### src/rtl/rev_pkg.sv
// rtl/rev_pkg.sv - shared types and default sizes for the BRAM reverse-copy core
package rev_pkg;

  typedef enum logic [1:0] {
    IDLE,
    RUN,
    DRAIN,
    DONE
  } rev_state_t;

  localparam int REV_DEPTH_DEF = 2048;
  localparam int REV_WIDTH_DEF = 32;

endpackage

### src/rtl/bram_reverse_core_if.sv
// rtl/bram_reverse_core_if.sv - source/destination BRAM port bundle for the reverse-copy core
interface bram_reverse_core_if
  import rev_pkg::*;
#(
  parameter int DEPTH = REV_DEPTH_DEF,
  parameter int WIDTH = REV_WIDTH_DEF
);
  localparam int AW = $clog2(DEPTH);

  logic [AW-1:0]    src_addr;
  logic             src_en;
  logic [WIDTH-1:0] src_dout;
  logic [AW-1:0]    dst_addr;
  logic [WIDTH-1:0] dst_din;
  logic             dst_we;

  // master is the copy engine, slave is the memory side
  modport master (
    output src_addr, src_en, dst_addr, dst_din, dst_we,
    input  src_dout
  );

  modport slave (
    input  src_addr, src_en, dst_addr, dst_din, dst_we,
    output src_dout
  );

endinterface

### src/rtl/rev_valid_pipe.sv
// rtl/rev_valid_pipe.sv - RD_LAT-deep valid delay line aligning issued reads with returned data
module rev_valid_pipe
  import rev_pkg::*;
#(
  parameter int WIDTH  = REV_WIDTH_DEF,
  parameter int RD_LAT = 1
) (
  input  logic             clk,
  input  logic             reset,
  input  logic             rd_issue,
  input  logic [WIDTH-1:0] rd_data,
  output logic             wr_valid,
  output logic [WIDTH-1:0] wr_data
);

  logic [RD_LAT-1:0] vld_sr;

  always_ff @(posedge clk) begin
    if (reset) begin
      vld_sr <= '0;
    end else begin
      vld_sr[0] <= rd_issue;
      for (int i = 1; i < RD_LAT; i++) begin
        vld_sr[i] <= vld_sr[i-1];
      end
    end
  end

  // data is forced to zero outside a valid slot so idle outputs stay clean
  assign wr_valid = vld_sr[RD_LAT-1];
  assign wr_data  = wr_valid ? rd_data : '0;

endmodule

### src/rtl/bram_reverse_core.sv
// rtl/bram_reverse_core.sv - copies a BRAM region into another in reversed word order
// Optional running sum of written words enabled with REV_CHECKSUM_EN.
module bram_reverse_core
  import rev_pkg::*;
#(
  parameter int DEPTH  = REV_DEPTH_DEF,
  parameter int WIDTH  = REV_WIDTH_DEF,
  parameter int RD_LAT = 1
) (
  input  logic             clk,
  input  logic             reset,
  input  logic             start,
  output logic             done,
  output logic             busy,
  bram_reverse_core_if.master mem
`ifdef REV_CHECKSUM_EN
  ,
  output logic [WIDTH-1:0] checksum
`endif
);

  localparam int AW = $clog2(DEPTH);

  rev_state_t       state;
  logic [AW-1:0]    wr_cnt;
  logic             wr_valid;
  logic [WIDTH-1:0] wr_data;
  logic             last_wr;

  rev_valid_pipe #(
    .WIDTH (WIDTH),
    .RD_LAT(RD_LAT)
  ) u_valid_pipe (
    .clk     (clk),
    .reset   (reset),
    .rd_issue(mem.src_en),
    .rd_data (mem.src_dout),
    .wr_valid(wr_valid),
    .wr_data (wr_data)
  );

  // DEPTH is a power of two, so DEPTH-1-k is simply the bitwise inverse of k
  assign last_wr      = wr_valid && (wr_cnt == AW'(DEPTH - 1));
  assign mem.dst_we   = wr_valid;
  assign mem.dst_din  = wr_data;
  assign mem.dst_addr = wr_valid ? ~wr_cnt : '0;

  always_ff @(posedge clk) begin
    if (reset) begin
      state        <= IDLE;
      done         <= 1'b0;
      busy         <= 1'b0;
      mem.src_en   <= 1'b0;
      mem.src_addr <= '0;
      wr_cnt       <= '0;
    end else begin
      if (wr_valid) begin
        wr_cnt <= wr_cnt + 1'b1;
      end
      case (state)
        IDLE: begin
          if (start) begin
            state        <= RUN;
            busy         <= 1'b1;
            mem.src_en   <= 1'b1;
            mem.src_addr <= '0;
            wr_cnt       <= '0;
          end
        end
        RUN: begin
          // hold the final address rather than wrapping; src_en drops with it
          if (mem.src_addr == AW'(DEPTH - 1)) begin
            state      <= DRAIN;
            mem.src_en <= 1'b0;
          end else begin
            mem.src_addr <= mem.src_addr + 1'b1;
          end
        end
        DRAIN: begin
          if (last_wr) begin
            state <= DONE;
            busy  <= 1'b0;
            done  <= 1'b1;
          end
        end
        DONE: begin
          if (!start) begin
            state <= IDLE;
            done  <= 1'b0;
          end
        end
        default: state <= IDLE;
      endcase
    end
  end

`ifdef REV_CHECKSUM_EN
  always_ff @(posedge clk) begin
    if (reset) begin
      checksum <= '0;
    end else if (state == IDLE && start) begin
      checksum <= '0;
    end else if (wr_valid) begin
      checksum <= checksum + wr_data;
    end
  end
`endif

endmodule

### src/flat_wrapper.sv
// flat-port wrapper written by rule: the top's interface ports become plain ports
module bram_reverse_core_flat import rev_pkg::*;
#(
  parameter int DEPTH  = REV_DEPTH_DEF,
  parameter int WIDTH  = REV_WIDTH_DEF,
  parameter int RD_LAT = 1
)
  (clk, reset, start, done, busy, mem_src_addr, mem_src_en, mem_dst_addr, mem_dst_din, mem_dst_we, mem_src_dout);
  bram_reverse_core_if #(.DEPTH(DEPTH), .WIDTH(WIDTH)) mem_i ();
  input  logic clk;
  input  logic reset;
  input  logic start;
  output logic done;
  output logic busy;
  output wire logic [$bits(mem_i.src_addr)-1:0] mem_src_addr;
  output wire logic [$bits(mem_i.src_en)-1:0] mem_src_en;
  output wire logic [$bits(mem_i.dst_addr)-1:0] mem_dst_addr;
  output wire logic [$bits(mem_i.dst_din)-1:0] mem_dst_din;
  output wire logic [$bits(mem_i.dst_we)-1:0] mem_dst_we;
  input wire logic [$bits(mem_i.src_dout)-1:0] mem_src_dout;
  assign mem_src_addr = mem_i.src_addr;
  assign mem_src_en = mem_i.src_en;
  assign mem_dst_addr = mem_i.dst_addr;
  assign mem_dst_din = mem_i.dst_din;
  assign mem_dst_we = mem_i.dst_we;
  assign mem_i.src_dout = mem_src_dout;
  bram_reverse_core #(.DEPTH(DEPTH), .WIDTH(WIDTH), .RD_LAT(RD_LAT)) u_core (.clk(clk), .reset(reset), .start(start), .done(done), .busy(busy), .mem(mem_i));
endmodule
### config.mk
export PLATFORM = sky130hd
export DESIGN_NAME = bram_reverse_core_flat
export DESIGN_NICKNAME = d
export VERILOG_FILES = /design/src/rtl/rev_pkg.sv /design/src/rtl/bram_reverse_core_if.sv /design/src/rtl/rev_valid_pipe.sv /design/src/rtl/bram_reverse_core.sv /design/src/flat_wrapper.sv
export SDC_FILE = /design/constraint.sdc
export NUM_CORES = 1
export LEC_CHECK = 0
export ABC_AREA = 1
export BUFFER_PORTS_ARGS = -buffer_cell sky130_fd_sc_hd__buf_4
export CORE_MARGIN = 2
export CORE_UTILIZATION = 30
export CTS_BUF_LIST = sky130_fd_sc_hd__clkbuf_4
export DETAILED_ROUTE_END_ITERATION = 10
export PLACE_DENSITY_LB_ADDON = 0.1
export SLEW_MARGIN = 20
export SYNTH_ARGS = -nofsm -noshare
export SYNTH_HDL_FRONTEND = slang
export SYNTH_HIERARCHICAL = 1
export SYNTH_SLANG_ARGS = --single-unit
export TNS_END_PERCENT = 10
### constraint.sdc
create_clock -name clk -period 4.2 [get_ports clk]
set_input_delay 0.84 -clock clk [delete_from_list [all_inputs] [get_ports clk]]
set_output_delay 0.84 -clock clk [all_outputs]
set_load 0.005 [all_outputs]
==> results of run 1 <==
-- per-layer routing --
| layer | share of wire [%] | vias to the layer above | track usage, % | wire, um |
|---|---|---|---|---|
| li1 | - | 1127 | - | - |
| met3 | 6.4 | 2 | 3.441 | 312 |
| met5 | 0 | - | 0 | 0 |
| met1 | 45 | 900 | 16.70 | 2202 |
| met2 | 48 | 51 | 23.38 | 2338 |
| met4 | 0.53 | 0 | 2.199 | 26 |
-- area by class of cell --
cell class	count	area share, %
multi-input combinational	217	38.66
clock buffer	3	0.8345
timing repair buffer	93	25.87
sequential	28	20.77
clock inverter	1	1.113
tap	77	3.570
inverter	66	9.179
-- cell families (layout without fill, tap and decap cells) --
| kind of cell | after synthesis | after routing | synth area share [%] |
|---|---|---|---|
| simple gates | 182 | 182 | 40.83 |
| compound gates | 24 | 24 | 6.676 |
| flops | 28 | 28 | 29.03 |
| xor+xnor | 3 | 3 | 1.361 |
| buf+inv | 74 | 163 | 16.91 |
| fa+ha+maj | 8 | 8 | 5.185 |
-- registers in the layout (all words and copies together), names as in the netlist --
name and cells:
u_core/mem.src_addr 11, u_core/wr_cnt 11, u_core/state 2, u_core/busy 1, u_core/done 1, u_core/mem.src_en 1
u_core/u_valid_pipe/wr_valid 1
-- worst register-to-register path, delay by kind of cell, from the launching register on --
| kind | cells | cell delay (ns) |
|---|---|---|
| flops | 1 | 0.67 |
| buf+inv | 2 | 0.52 |
| simple gates | 4 | 0.58 |
| compound gates | 1 | 0.14 |
-- path summary, 6_finish.rpt --
check                                   endpoint  slack, ns  cells after the start
worst max-delay path             mem_dst_addr[6]       1.55                      4
worst max register to register  u_core/wr_cnt[7]       2.25                      7
worst min-delay path                 u_core/done       0.46                      2
worst min register to register       u_core/done       0.46                      2
-- report_power, final --
group | leakage, nW | internal (mW) | switching (mW)
registers | 0.228 | 0.310 | 0.0502
logic | 1.27 | 0.267 | 0.362
clock network | 0.0279 | 0.0966 | 0.0834
total | 1.53 | 0.673 | 0.496
-- synthesized netlist by cell type --
master / instances / area share (%)
inv_2: 2 / 0.39
nand3b_1: 1 / 0.39
nand4_1: 1 / 0.32
nor2_2: 3 / 0.97
nor2_1: 52 / 10
nand2_4: 2 / 1.2
o21ai_0: 6 / 1.6
a21oi_1: 16 / 4.1
xor2_1: 1 / 0.45
nor3_2: 1 / 0.52
dfxtp_1: 28 / 29
xnor2_1: 2 / 0.91
nand2_1: 92 / 18
a21boi_2: 1 / 0.58
nand3_1: 18 / 4.7
nand3_2: 4 / 2.1
clkbuf_1: 1 / 0.19
inv_1: 63 / 12
buf_2: 1 / 0.26
clkinv_1: 1 / 0.19
nor2_4: 1 / 0.58
nor3_1: 3 / 0.78
ha_1: 8 / 5.2
nand2_2: 3 / 0.97
a22oi_1: 1 / 0.39
buf_6: 5 / 2.9
nor3b_1: 1 / 0.39
clkbuf_8: 1 / 0.71
-- through the flow --
step / setup slack (ns) / instances / util [%]
global placement: 1.952 / 481 / 42.16
global route: 1.342 / 485 / 42.99
detailed placement: 1.908 / 481 / 42.16
floorplan: 2.401 / 319 / -
CTS: 1.494 / 485 / 42.99
finish: 1.551 / 485 / 42.99
==> results.json, run 1 <==
{
  "grt_max_degree": 26,
  "tns_ns": 0,
  "avgRoutedWirePerCell_um": 10.06,
  "register_area_um2": 560.5,
  "path_buf_inv": 3,
  "dr.pass1.iters": 4,
  "gp_congestion": 0.7837,
  "cpPeakStageDelay_ns": 0.67,
  "cts.repair.resized": 0,
  "p_per_area_mw_per_mm2": 433.3,
  "boundaryPins": 93,
  "fillers": 689,
  "power.total_mw": 1.169,
  "wl_mm": 4.880,
  "track_usage_pct": 13.33,
  "arrival_ns": 1.81,
  "drive_gt1_share_pct": 27.94,
  "maxCapViolCount": 0,
  "min_from": "u_core/done",
  "worstMarginPinSlew_ns": 0.5028,
  "final.setup_skew_ns": 0.006654,
  "yosys_warnings": 6,
  "holdWs_ns": 0.4562,
  "setup_viol_count_final": 0,
  "initial_core_util_pct": 30.76,
  "rows": 29,
  "cts.sinks": 28,
  "nNetsFinal": 452,
  "ant_nets": 0,
  "fin_crit_ns": 2.649,
  "ys_seq_area_share_pct": 29.03,
  "diodes": 0,
  "fmax_mhz": 377.5,
  "avgSynthCellArea_um2": 6.052,
  "cpMaxStageDelayCell": "dfxtp_1",
  "timing.final.crit_share_pct": 63.08,
  "relSlewSlack_pct": 66.44,
  "rsz0062_at_grt": "no",
  "path_max_fanout": 25,
  "run_status": "completed",
  "vias": 2080,
  "postSynthCellCount": 319,
  "path_class": "register to output pin",
  "setup.worst_path.start": "u_core/u_valid_pipe/wr_valid",
  "netlist_area_mm2": 0.001931,
  "hold_buffers": 0,
  "die_h_um": 84.22,
  "grt_pass1_wl_mm": 8.038,
  "via_per_inst": 4.289,
  "path_clk_slew_ns": 0.16,
  "slew_viol_final": 0,
  "post_cts_buffers": 0,
  "p_leak_nw": 1.525,
  "ys_ff_latch": 28,
  "hpwl_mm": 3.820,
  "mostFrequentLayoutCell": "buf_4",
  "insertion_delay_ns": 0.33,
  "cp-end-kind": "output pin",
  "path_cells": "buf_4 -> inv_2 -> nor2_1 -> buf_4",
  "die_x_um": 84.22,
  "syn-num-nets": 362,
  "cp_top_family": "flip-flops",
  "hold_viol_final": 0,
  "dpl-instance-area_mm2": 0.002646,
  "reg2reg_from": "u_core/u_valid_pipe/wr_valid",
  "vdd_drop_max_uv": 235.4,
  "final_cell_mix": "buf_4 (93), nand2_1 (92), inv_1 (63)",
  "core_area_mm2": 0.006277,
  "cp-start-kind": "register",
  "portBuffers": 92,
  "design_area_mm2": 0.002699,
  "critPathMostFrequentCell": "buf_4",
  "h-tree-depth": 1,
  "grt_pass1_vias": 1795,
  "die-area_mm2": 0.007093,
  "clock_path_buffers": 2,
  "area.growth.synth_to_final_pct": 39.79,
  "min_path_type": "register to register",
  "root_buffer": "clkbuf_4",
  "drc_errors": 0,
  "grt-ovfl-total": 0,
  "cp_data_required_time_ns": 3.36,
  "drt-initial-drc-count": 79,
  "multi_input_area_mm2": 0.001044,
  "ys_types": 28,
  "cts_tree": "built",
  "cts_buffers": 3,
  "antenna_found_initial": 0
}
(Power assumes the default switching activity.)
==> run 2: changes to the inputs <==
Clock period 4.2 ns to 2.48 ns, I/O delays scaled along.
==> results.json, run 2 (synthesis results as in run 1) <==
{
  "run_status": "completed",
  "worstMarginPinSlew_ns": 0.4534,
  "antenna_found_initial": 0,
  "cpMaxStageDelayCell": "dfxtp_1",
  "final_cell_mix": "buf_4 (94), nand2_1 (92), inv_1 (63)",
  "boundaryPins": 93,
  "holdWs_ns": 0.3700,
  "arrival_ns": 1.49,
  "fin_crit_ns": 1.986,
  "portBuffers": 92,
  "critPathMostFrequentCell": "buf_4",
  "cp-start-kind": "register",
  "grt_pass1_wl_mm": 8.500,
  "setup.worst_path.start": "u_core/u_valid_pipe/wr_valid",
  "die_h_um": 84.22,
  "path_class": "register to output pin",
  "post_cts_buffers": 0,
  "cts.repair.resized": 0,
  "maxCapViolCount": 0,
  "final.setup_skew_ns": 0.005095,
  "clockPowerShare_pct": 15.4,
  "vias": 2077,
  "p_int_mw": 1.144,
  "hold_viol_final": 0,
  "nNetsFinal": 453,
  "core_area_mm2": 0.006277,
  "area.growth.synth_to_final_pct": 40.18,
  "path_max_fanout": 14,
  "h-tree-depth": 1,
  "min_path_type": "primary input to register",
  "multi_input_area_mm2": 0.001044,
  "seqPwrFrac_pct": 30.6,
  "cp_data_required_time_ns": 1.98,
  "drc_errors": 0,
  "cts.sinks": 28,
  "initial_core_util_pct": 30.76,
  "via_per_inst": 4.274,
  "path_buf_inv": 2,
  "p_per_area_mw_per_mm2": 730.3,
  "die_x_um": 84.22,
  "dr.pass1.iters": 4,
  "setup_viol_count_final": 0,
  "slew_viol_final": 0,
  "relSlewSlack_pct": 69.74,
  "gp_congestion": 0.8162,
  "hpwl_mm": 3.946,
  "fillers": 689,
  "tns_ns": 0,
  "drt-initial-drc-count": 22,
  "reg2reg_from": "u_core/state[1]",
  "ant_nets": 0,
  "grt_pass1_vias": 1869,
  "p_sw_mw": 0.8326,
  "cpPeakStageDelay_ns": 0.62,
  "design_area_mm2": 0.002706,
  "rows": 29,
  "p_leak_nw": 1.531,
  "final_util_pct": 43.11,
  "clock_path_buffers": 2,
  "diodes": 0,
  "die-area_mm2": 0.007093,
  "timing.final.crit_share_pct": 80.07,
  "rsz0062_at_grt": "no",
  "avgRoutedWirePerCell_um": 10.16,
  "p_comb_share_pct": 53.9,
  "path_cells": "buf_4 -> ha_1 -> buf_4",
  "fmax_mhz": 503.6,
  "wl_mm": 4.940,
  "register_area_um2": 560.5,
  "drive_gt1_share_pct": 28.12,
  "vdd_drop_max_uv": 432.8,
  "cp_top_family": "flip-flops",
  "root_buffer": "clkbuf_4",
  "cts_buffers": 3,
  "min_from": "reset",
  "grt_max_degree": 17,
  "top_regs": "u_core/mem.src_addr (11), u_core/wr_cnt (11), u_core/state (2)",
  "cts_tree": "built",
  "track_usage_pct": 14.20,
  "dpl-instance-area_mm2": 0.002654,
  "path_clk_slew_ns": 0.16,
  "sw_frac_of_total_pct": 42.12,
  "mostFrequentLayoutCell": "buf_4",
  "grt-ovfl-total": 0,
  "hold_buffers": 0,
  "insertion_delay_ns": 0.33,
  "cp-end-kind": "output pin"
}
[run 2: per-stage QoR]
stage	instances	total power, mW	worst slack, ns
final	486	1.977	0.4944
after CTS	486	2.013	0.4377
after global routing	486	2.184	0.2841
after floorplan	319	1.361	1.025
after detailed placement	482	1.699	0.7190
after global placement	482	1.689	0.7639
[run 2: layer usage]
| metal | share of wire, % | global-route usage [%] |
|---|---|---|
| met1 | 44 | 17.44 |
| met2 | 50 | 25.40 |
| met3 | 5.2 | 3.343 |
| met4 | 0.57 | 2.639 |
| met5 | 0 | 0 |
[run 2: final timing paths]
check                            to  slack (ns)  cells past startpoint
max reg2reg  u_core/mem.src_addr[7]        0.71                      9
min          u_core/mem.src_addr[2]        0.37                      2
min reg2reg             u_core/done        0.45                      2
max                 mem_dst_addr[0]        0.49                      3
[run 2: final cells by class]
cell class | instances | share of cell area (%)
multi-input cells | 217 | 38.56
repair buffers | 94 | 26.07
flip-flops and latches | 28 | 20.71
inverters | 66 | 9.154
well taps | 77 | 3.560
clock inverters | 1 | 1.110
clock buffers | 3 | 0.8322
[run 2: power by group through the flow]
stage,clock network (mW),registers (mW),logic [mW]
after detailed placement,0,0.619,1.08
after floorplan,0,0.605,0.756
after CTS,0.322,0.608,1.08
after global routing,0.339,0.625,1.22
after global placement,0,0.620,1.07
final,0.305,0.606,1.07
